==> config.mk <==
export PLATFORM = sky130hd
export DESIGN_NAME = adc_multi_chip_align_pack
export DESIGN_NICKNAME = d
export VERILOG_FILES = /design/src/rtl/adc_multi_chip_align_pack.sv
export SDC_FILE = /design/constraint.sdc
export NUM_CORES = 1
export LEC_CHECK = 0
export CORE_MARGIN = 4
export CORE_UTILIZATION = 55
export CTS_BUF_LIST = sky130_fd_sc_hd__clkbuf_8
export CTS_CLUSTER_DIAMETER = 200
export DETAILED_ROUTE_END_ITERATION = 16
export PLACE_DENSITY_LB_ADDON = 0.15
export SETUP_SLACK_MARGIN = 0.5
export SKIP_LAST_GASP = 1
export SLEW_MARGIN = 20
export SYNTH_ARGS = -nofsm -noshare
export SYNTH_HDL_FRONTEND = slang
export SYNTH_SLANG_ARGS = --single-unit
==> constraint.sdc <==
create_clock -name adc_clk -period 26.1 [get_ports adc_clk]
set_input_delay 3.915 -clock adc_clk [delete_from_list [all_inputs] [get_ports adc_clk]]
set_output_delay 3.915 -clock adc_clk [all_outputs]
set_load 0.1 [all_outputs]
==> src/rtl/adc_multi_chip_align_pack.sv <==
// rtl/adc_multi_chip_align_pack.sv - multi-chip ADC sample aligner and enabled-channel packer
//
// Each active chip feeds its own skew FIFO. When every active FIFO holds data,
// all of them pop together, and the enabled channels are packed from lane 0 up.
//
// Ports:
//   adc_clk, adc_rst           clock, synchronous active-high reset
//   in_valid  [NUM_CHIPS]      per-chip sample strobe
//   in_data   [NCH*SW]         channel k at [k*SW +: SW], chip c owns CHAN_PER_CHIP channels
//   ch_enable [NCH]            channel enables, latched when leaving IDLE
//   capture_en                 capture request level
//   sync_in                    TDD sync, synchronous to adc_clk
//   ovf_clear                  clears the sticky overflow flag
//   out_valid/out_data/out_count  one packed, aligned sample set per strobe
//   overflow                   sticky skew-FIFO overflow
//   state                      0 IDLE, 1 ARMED, 2 RUN
module adc_multi_chip_align_pack #(
  parameter int NUM_CHIPS     = 2,
  parameter int CHAN_PER_CHIP = 4,
  parameter int SAMPLE_WIDTH  = 16,
  parameter int FIFO_DEPTH    = 4,
  parameter int SYNC_MODE     = 0,
  localparam int NCH = NUM_CHIPS * CHAN_PER_CHIP,
  localparam int CW  = $clog2(NCH + 1)
) (
  input  logic                        adc_clk,
  input  logic                        adc_rst,
  input  logic [NUM_CHIPS-1:0]        in_valid,
  input  logic [NCH*SAMPLE_WIDTH-1:0] in_data,
  input  logic [NCH-1:0]              ch_enable,
  input  logic                        capture_en,
  input  logic                        sync_in,
  input  logic                        ovf_clear,
  output logic                        out_valid,
  output logic [NCH*SAMPLE_WIDTH-1:0] out_data,
  output logic [CW-1:0]               out_count,
  output logic                        overflow,
  output logic [1:0]                  state
);
  localparam int CPW  = CHAN_PER_CHIP * SAMPLE_WIDTH;
  localparam int AW   = $clog2(FIFO_DEPTH);
  localparam int CNTW = $clog2(FIFO_DEPTH + 1);

  typedef enum logic [1:0] {
    ST_IDLE  = 2'd0,
    ST_ARMED = 2'd1,
    ST_RUN   = 2'd2
  } state_t;

  state_t                      state_q, state_d;
  logic                        sync_prev_q, sync_prev_d;
  logic [NCH-1:0]              en_q, en_d;
  logic                        flush_q, flush_d;
  logic                        overflow_q, overflow_d;
  logic                        out_valid_q, out_valid_d;
  logic [NCH*SAMPLE_WIDTH-1:0] out_data_q, out_data_d;
  logic [CW-1:0]               out_count_q, out_count_d;

  logic [CPW-1:0]  mem_q    [NUM_CHIPS][FIFO_DEPTH];
  logic [CPW-1:0]  mem_d    [NUM_CHIPS][FIFO_DEPTH];
  logic [AW-1:0]   wr_ptr_q [NUM_CHIPS];
  logic [AW-1:0]   wr_ptr_d [NUM_CHIPS];
  logic [AW-1:0]   rd_ptr_q [NUM_CHIPS];
  logic [AW-1:0]   rd_ptr_d [NUM_CHIPS];
  logic [CNTW-1:0] cnt_q    [NUM_CHIPS];
  logic [CNTW-1:0] cnt_d    [NUM_CHIPS];

  logic                 run;
  logic                 leave_idle;
  logic                 pop;
  logic [NUM_CHIPS-1:0] active;
  logic [NUM_CHIPS-1:0] wr_req;
  logic [NUM_CHIPS-1:0] pop_c;
  logic [NUM_CHIPS-1:0] ovf_hit;
  logic [NUM_CHIPS-1:0] wr_ok;
  int                   lane;

  // FSM: state register
  always_ff @(posedge adc_clk) begin
    if (adc_rst) begin
      state_q <= ST_IDLE;
    end else begin
      state_q <= state_d;
    end
  end

  // FSM: next state
  always_comb begin
    state_d = state_q;
    case (state_q)
      ST_IDLE: begin
        if (capture_en) begin
          state_d = (SYNC_MODE != 0) ? ST_ARMED : ST_RUN;
        end
      end
      ST_ARMED: begin
        if (!capture_en) begin
          state_d = ST_IDLE;
        end else if (sync_in && !sync_prev_q) begin
          state_d = ST_RUN;
        end
      end
      ST_RUN: begin
        if (!capture_en) begin
          state_d = ST_IDLE;
        end
      end
      default: state_d = ST_IDLE;
    endcase
  end

  // FSM: outputs
  always_comb begin
    run        = (state_q == ST_RUN);
    leave_idle = (state_q == ST_IDLE) && (state_d != ST_IDLE);
  end

  // Sync history tracks the real previous cycle, reset or not, so an edge
  // right after reset release is judged on what the line actually did.
  always_comb begin
    sync_prev_d = sync_in;
  end

  always_ff @(posedge adc_clk) begin
    sync_prev_q <= sync_prev_d;
  end

  // Pop decision: all active FIFOs non-empty; the flush cycle after an
  // overflow neither pops nor writes so every chip restarts from empty.
  always_comb begin
    en_d = leave_idle ? ch_enable : en_q;
    for (int c = 0; c < NUM_CHIPS; c++) begin
      active[c] = |en_q[c*CHAN_PER_CHIP +: CHAN_PER_CHIP];
    end
    pop = run && (|active) && !flush_q;
    for (int c = 0; c < NUM_CHIPS; c++) begin
      if (active[c] && (cnt_q[c] == '0)) begin
        pop = 1'b0;
      end
    end
  end

  // Per-chip skew FIFOs
  always_comb begin
    mem_d    = mem_q;
    wr_ptr_d = wr_ptr_q;
    rd_ptr_d = rd_ptr_q;
    cnt_d    = cnt_q;
    for (int c = 0; c < NUM_CHIPS; c++) begin
      wr_req[c]  = run && active[c] && in_valid[c] && !flush_q;
      pop_c[c]   = pop && active[c];
      // A full FIFO only has room if it pops in the same cycle.
      ovf_hit[c] = wr_req[c] && (cnt_q[c] == CNTW'(FIFO_DEPTH)) && !pop_c[c];
      wr_ok[c]   = wr_req[c] && !ovf_hit[c];
      if (flush_q || !run) begin
        wr_ptr_d[c] = '0;
        rd_ptr_d[c] = '0;
        cnt_d[c]    = '0;
      end else begin
        if (wr_ok[c]) begin
          mem_d[c][wr_ptr_q[c]] = in_data[c*CPW +: CPW];
          wr_ptr_d[c]           = wr_ptr_q[c] + AW'(1);
        end
        if (pop_c[c]) begin
          rd_ptr_d[c] = rd_ptr_q[c] + AW'(1);
        end
        cnt_d[c] = cnt_q[c] + CNTW'(wr_ok[c]) - CNTW'(pop_c[c]);
      end
    end
    overflow_d = (overflow_q && !ovf_clear) || (|ovf_hit);
    flush_d    = |ovf_hit;
  end

  // Packing: enabled channels of the popped heads, ascending, from lane 0.
  always_comb begin
    out_valid_d = pop;
    out_data_d  = '0;
    out_count_d = '0;
    lane        = 0;
    for (int c = 0; c < NUM_CHIPS; c++) begin
      for (int j = 0; j < CHAN_PER_CHIP; j++) begin
        out_count_d = out_count_d + CW'(en_q[c*CHAN_PER_CHIP + j]);
        if (pop && en_q[c*CHAN_PER_CHIP + j]) begin
          out_data_d[lane*SAMPLE_WIDTH +: SAMPLE_WIDTH] =
            mem_q[c][rd_ptr_q[c]][j*SAMPLE_WIDTH +: SAMPLE_WIDTH];
          lane = lane + 1;
        end
      end
    end
  end

  always_ff @(posedge adc_clk) begin
    mem_q <= mem_d;
    if (adc_rst) begin
      en_q        <= '0;
      flush_q     <= 1'b0;
      overflow_q  <= 1'b0;
      out_valid_q <= 1'b0;
      out_data_q  <= '0;
      out_count_q <= '0;
      for (int c = 0; c < NUM_CHIPS; c++) begin
        wr_ptr_q[c] <= '0;
        rd_ptr_q[c] <= '0;
        cnt_q[c]    <= '0;
      end
    end else begin
      en_q        <= en_d;
      flush_q     <= flush_d;
      overflow_q  <= overflow_d;
      out_valid_q <= out_valid_d;
      out_data_q  <= out_data_d;
      out_count_q <= out_count_d;
      for (int c = 0; c < NUM_CHIPS; c++) begin
        wr_ptr_q[c] <= wr_ptr_d[c];
        rd_ptr_q[c] <= rd_ptr_d[c];
        cnt_q[c]    <= cnt_d[c];
      end
    end
  end

  assign out_valid = out_valid_q;
  assign out_data  = out_data_q;
  assign out_count = out_count_q;
  assign overflow  = overflow_q;
  assign state     = state_q;

endmodule
==> out/summary.md <==
Clock skew on the completed layout was measured at 0.0649 ns. In this run the critical register-to-register path is captured at out_data[94]. The later-pin clock latency in the skew report is 0.76 ns, and the number of top-level design ports is 279. Biggest cell delay along the critical path: 0.94 ns.

The longest clock path from root to sink contains 3 buffers. For the pin with the worst max-slew slack, the measured transition is 1.34 ns. The cell type with the largest total area after synthesis is sky130_fd_sc_hd__edfxtp_1. For the maximum resistive drop on vdd, the log shows 0.0755 mV. The congestion estimate from routability-driven global placement came to 1.07. The highest signal layer in the routed design was met5. The worst setup path is launched from a flop.

Max-capacitance violation count: 0. The most used flip-flop cell after synthesis was sky130_fd_sc_hd__edfxtp_1. The tools report the capture point of the critical path as out_data[94]. In this design, the critical path's most frequently occurring cell is sky130_fd_sc_hd__ha_1.

Number of nets in the layout: 2987. The post-synthesis to final-layout area growth is 17.8%. The detailed-routing iteration count for the pre-antenna-repair pass was 6; the fraction of layout cells with a size suffix above 1 was 14.6%.

The worst reg2reg path startpoint is en_q[0]. The number of design-rule violations left by the first detailed-router iteration is 2894. The cell at the root of the clock tree is sky130_fd_sc_hd__clkbuf_8. The die is 250 um wide. The logs give 57.6% for the sequential share of the synthesized area and 3 for the maximum level of the CTS H-tree.

After synthesis the netlist holds a flip-flop and latch count of 672. TritonCTS built the clock tree. Headroom to the max-slew limit came out at 10.2%. The critical path is of the flop to flop type. The number of placement rows is 88, and the number of antenna violations at the first check in global routing is 2.

Die outline area: 62600 sq um. After detailed routing, the wire length on met1 is 43.9 mm. For the required time at the endpoint of the critical path, the log shows 26.75 ns.

Of all nets on the critical path, the largest fanout is 19. STA classifies the critical path endpoint as a flop. The post-DP HPWL is 79.9 mm, and the die extent in y is 250 um. The flow ran to the end, and the final reports show no timing, DRC or antenna violations. For the core box area, the log shows 57900 sq um. During synthesis, Yosys emitted a total of 0 warnings. The count of final hold-check violations was 0; the clock slew at the register clock pins of the worst setup and hold paths was 0.06 ns. The count of buffers added on input and output ports is 278. The final period demand of the worst path is 10.33 ns, and the static leakage is 12.3 nW.

The detailed-route vias per instance is 6.54, and the wire length of the first global-routing pass is 161 mm. The area share of the leading cell type in the synthesized netlist is 47.7%, and the worst slack after detailed placement is 15.87 ns. Fill cells in the final layout number 4193. Total power density per cell area: 57.2 nW/um^2. Summed over all nets, wire length on met3 after detailed routing comes to 9.54 mm. Setup repair after global routing left no endpoint under its margin. The class of the worst hold path was flop to flop.

The average instance area after synthesis is 12.7 sq um. The number of different library cells used by synthesis comes to 94. In the post-synthesis netlist, the biggest area contributors are sky130_fd_sc_hd__edfxtp_1, sky130_fd_sc_hd__dfxtp_1, sky130_fd_sc_hd__mux4_2, sky130_fd_sc_hd__mux2i_1, sky130_fd_sc_hd__nor2_1. At the worst endpoint, the arrival time is 10.99 ns.

For flop-to-flop paths, the worst setup slack is 15.77 ns. For this design, the slowest cell found on the critical path is sky130_fd_sc_hd__fa_1. In this run, synthesis inferred 512 flip-flops with an integrated enable. The run gives 32200 sq um as the post-synthesis instance area. Dividing the detail-routed wire length by the instance count gives 30.4 um. The number of global-route vias before repair was 23602.

The post-CTS setup-driven buffer insertion count was 0; the number of sinks on the clock net was 672. Global routing finished with a remaining overflow of 0. For the number of buffers created by CTS, the log shows 103.

The pin count of the biggest net entering global routing is 70. The total global-route track usage is 34.7%. The logs give 0 for the count of instances resized after the clock tree is built and 0 for the remaining routing DRC violations.

The via total after detailed routing was 23881; the final-report max-slew violation count was 0. The length of routed met2 wiring was 52.1 mm; the fmax was 96.8 MHz. Setup slack closes at 15.77 ns. The final count of negative-setup-slack endpoints was 0; the aggregate routed wire length was 111 mm. The startpoint of the worst setup timing path was en_q[0].

The initial core utilization is 55.7%, and the share of flip-flops with an asynchronous set or reset after synthesis is 0%. The cell depth of the worst flop-to-flop path came out at 32. Synthesis produced 2536 cells.

The aggregate negative setup slack was 0 ns. In this run, post-CTS hold repair placed 0 buffers. After layout, the worst path uses 39.6% of the clock period. Remaining antenna violation count: 0.
## flip-flops by register name, summed over array words and instances, names as in the netlist
name	flops
rd_ptr_q	4
sync_prev_q	1
wr_ptr_q	4
mem_q	512
cnt_q	6
en_q	8
state	2
flush_q	1
out_count	4
overflow	1
out_valid	1
out_data	128
## placed cells by master (no fill, tap or decap), types with 9 or more instances in the layout
| cell type | netlist | routed |
|---|---|---|
| sky130_fd_sc_hd__o21ai_1 | 19 | 20 |
| sky130_fd_sc_hd__nand2b_1 | 38 | 38 |
| sky130_fd_sc_hd__clkinv_1 | 0 | 11 |
| sky130_fd_sc_hd__clkbuf_8 | 0 | 117 |
| sky130_fd_sc_hd__a22oi_1 | 16 | 16 |
| sky130_fd_sc_hd__xnor2_1 | 23 | 23 |
| sky130_fd_sc_hd__nor2_1 | 202 | 199 |
| sky130_fd_sc_hd__mux2i_1 | 203 | 203 |
| sky130_fd_sc_hd__edfxtp_1 | 512 | 512 |
| sky130_fd_sc_hd__a22o_1 | 9 | 9 |
| sky130_fd_sc_hd__nor2b_1 | 30 | 30 |
| sky130_fd_sc_hd__o22ai_1 | 86 | 86 |
| sky130_fd_sc_hd__o21a_1 | 9 | 9 |
| sky130_fd_sc_hd__nor3_1 | 39 | 37 |
| sky130_fd_sc_hd__o211ai_1 | 11 | 11 |
| sky130_fd_sc_hd__buf_4 | 5 | 56 |
| sky130_fd_sc_hd__ha_1 | 32 | 32 |
| sky130_fd_sc_hd__clkinv_2 | 0 | 16 |
| sky130_fd_sc_hd__nand3_1 | 62 | 62 |
| sky130_fd_sc_hd__clkdlybuf4s50_1 | 0 | 277 |
| sky130_fd_sc_hd__dfxtp_1 | 160 | 156 |
| sky130_fd_sc_hd__and2_1 | 29 | 21 |
| sky130_fd_sc_hd__a211oi_1 | 50 | 49 |
| sky130_fd_sc_hd__nand2_1 | 188 | 188 |
| sky130_fd_sc_hd__o21ai_0 | 128 | 125 |
| sky130_fd_sc_hd__a221o_1 | 16 | 16 |
| sky130_fd_sc_hd__or3_1 | 17 | 17 |
| sky130_fd_sc_hd__inv_1 | 60 | 87 |
| sky130_fd_sc_hd__mux4_2 | 115 | 115 |
| sky130_fd_sc_hd__a21oi_1 | 70 | 70 |
| sky130_fd_sc_hd__and3_1 | 20 | 20 |
| sky130_fd_sc_hd__mux2_2 | 36 | 36 |
| sky130_fd_sc_hd__nand4_1 | 11 | 11 |
## worst min-delay path by stage
stage               cells past startpoint       end        start
global route                            2  overflow     overflow
global placement                        2  overflow     overflow
finish                                  2  overflow     overflow
detailed placement                      3  state[1]  sync_prev_q
floorplan                               3  state[1]  sync_prev_q
CTS                                     2  overflow     overflow
## cell usage after synthesis, types with 16 or more instances
master / count
sky130_fd_sc_hd__nor2_1: 202
sky130_fd_sc_hd__nor3_1: 39
sky130_fd_sc_hd__a22oi_1: 16
sky130_fd_sc_hd__clkbuf_1: 113
sky130_fd_sc_hd__inv_1: 60
sky130_fd_sc_hd__a21oi_1: 70
sky130_fd_sc_hd__xnor2_1: 23
sky130_fd_sc_hd__dfxtp_1: 160
sky130_fd_sc_hd__o21ai_0: 128
sky130_fd_sc_hd__a221o_1: 16
sky130_fd_sc_hd__mux2_2: 36
sky130_fd_sc_hd__mux4_2: 115
sky130_fd_sc_hd__nand2b_1: 38
sky130_fd_sc_hd__nor2b_1: 30
sky130_fd_sc_hd__o21ai_1: 19
sky130_fd_sc_hd__o22ai_1: 86
sky130_fd_sc_hd__ha_1: 32
sky130_fd_sc_hd__or3_1: 17
sky130_fd_sc_hd__and3_1: 20
sky130_fd_sc_hd__mux2i_1: 203
sky130_fd_sc_hd__edfxtp_1: 512
sky130_fd_sc_hd__a211oi_1: 50
sky130_fd_sc_hd__nand3_1: 62
sky130_fd_sc_hd__buf_2: 32
sky130_fd_sc_hd__nand2_1: 188
sky130_fd_sc_hd__and2_1: 29
sky130_fd_sc_hd__buf_1: 19
## cell families (layout without fill, tap and decap cells)
logic type,after synthesis,count (layout),share of synthesized area [%]
compound gates,492,492,10.0
xor+xnor,39,39,1.32
fa+ha+maj,39,39,1.68
buf+inv,233,583,2.92
flops,672,672,57.6
mux,360,360,15.9
other cells,1,4,0.0116
simple gates,700,700,10.6
## area by class of cell
cell class	instances	area, sq um	share of cell area [%]
inverters	63	236	0.623
clock inverters	70	518	1.36
multi-input cells	1632	12900	33.9
well taps	765	957	2.52
diodes	2	5.00	0.0132
flip-flops and latches	672	18600	49.0
repair buffers	333	3190	8.41
clock buffers	117	1610	4.24
## per-layer routing
| metal | vias to the layer above | global-route usage, % |
|---|---|---|
| met2 | 1343 | 54.9 |
| met5 | - | 0 |
| met1 | 12023 | 47.3 |
| met4 | 2 | 15.1 |
| met3 | 281 | 6.71 |
| li1 | 10232 | - |
## metrics by stage
stage          instances  util (%)  instance area (sq um)  power (W)  hold WS [ns]
2_1_floorplan       2537         -                  32200    0.00124         0.488
3_3_place_gp        3464      61.8                  35800    0.00129         0.469
3_5_place_dp        3465      61.8                  35800    0.00129         0.510
4_1_cts             3652      65.5                  37900    0.00218         0.522
5_1_grt             3654      65.6                  38000    0.00224         0.537
6_report            3654      65.6                  38000    0.00217         0.512
## worst max-delay path: cells and delay by family, from the launching register on
kind | cells | cell delay (ns)
AND/OR/NAND/NOR | 16 | 4.35
XOR/XNOR | 1 | 0.15
buffers and inverters | 3 | 0.42
flip-flops | 1 | 0.86
adder cells (fa/ha/maj) | 7 | 3.11
AO/OA/AOI/OAI | 3 | 0.67
multiplexers | 2 | 0.72
## power by group
group | switching (W) | internal, W | leakage, nW
sequential | 0.00000439 | 0.00116 | 5.90
combinational | 0.0000721 | 0.0000416 | 5.16
clock | 0.000421 | 0.000476 | 1.20
total | 0.000497 | 0.00167 | 12.3
No activity file was read; power rests on OpenSTA's default activity.
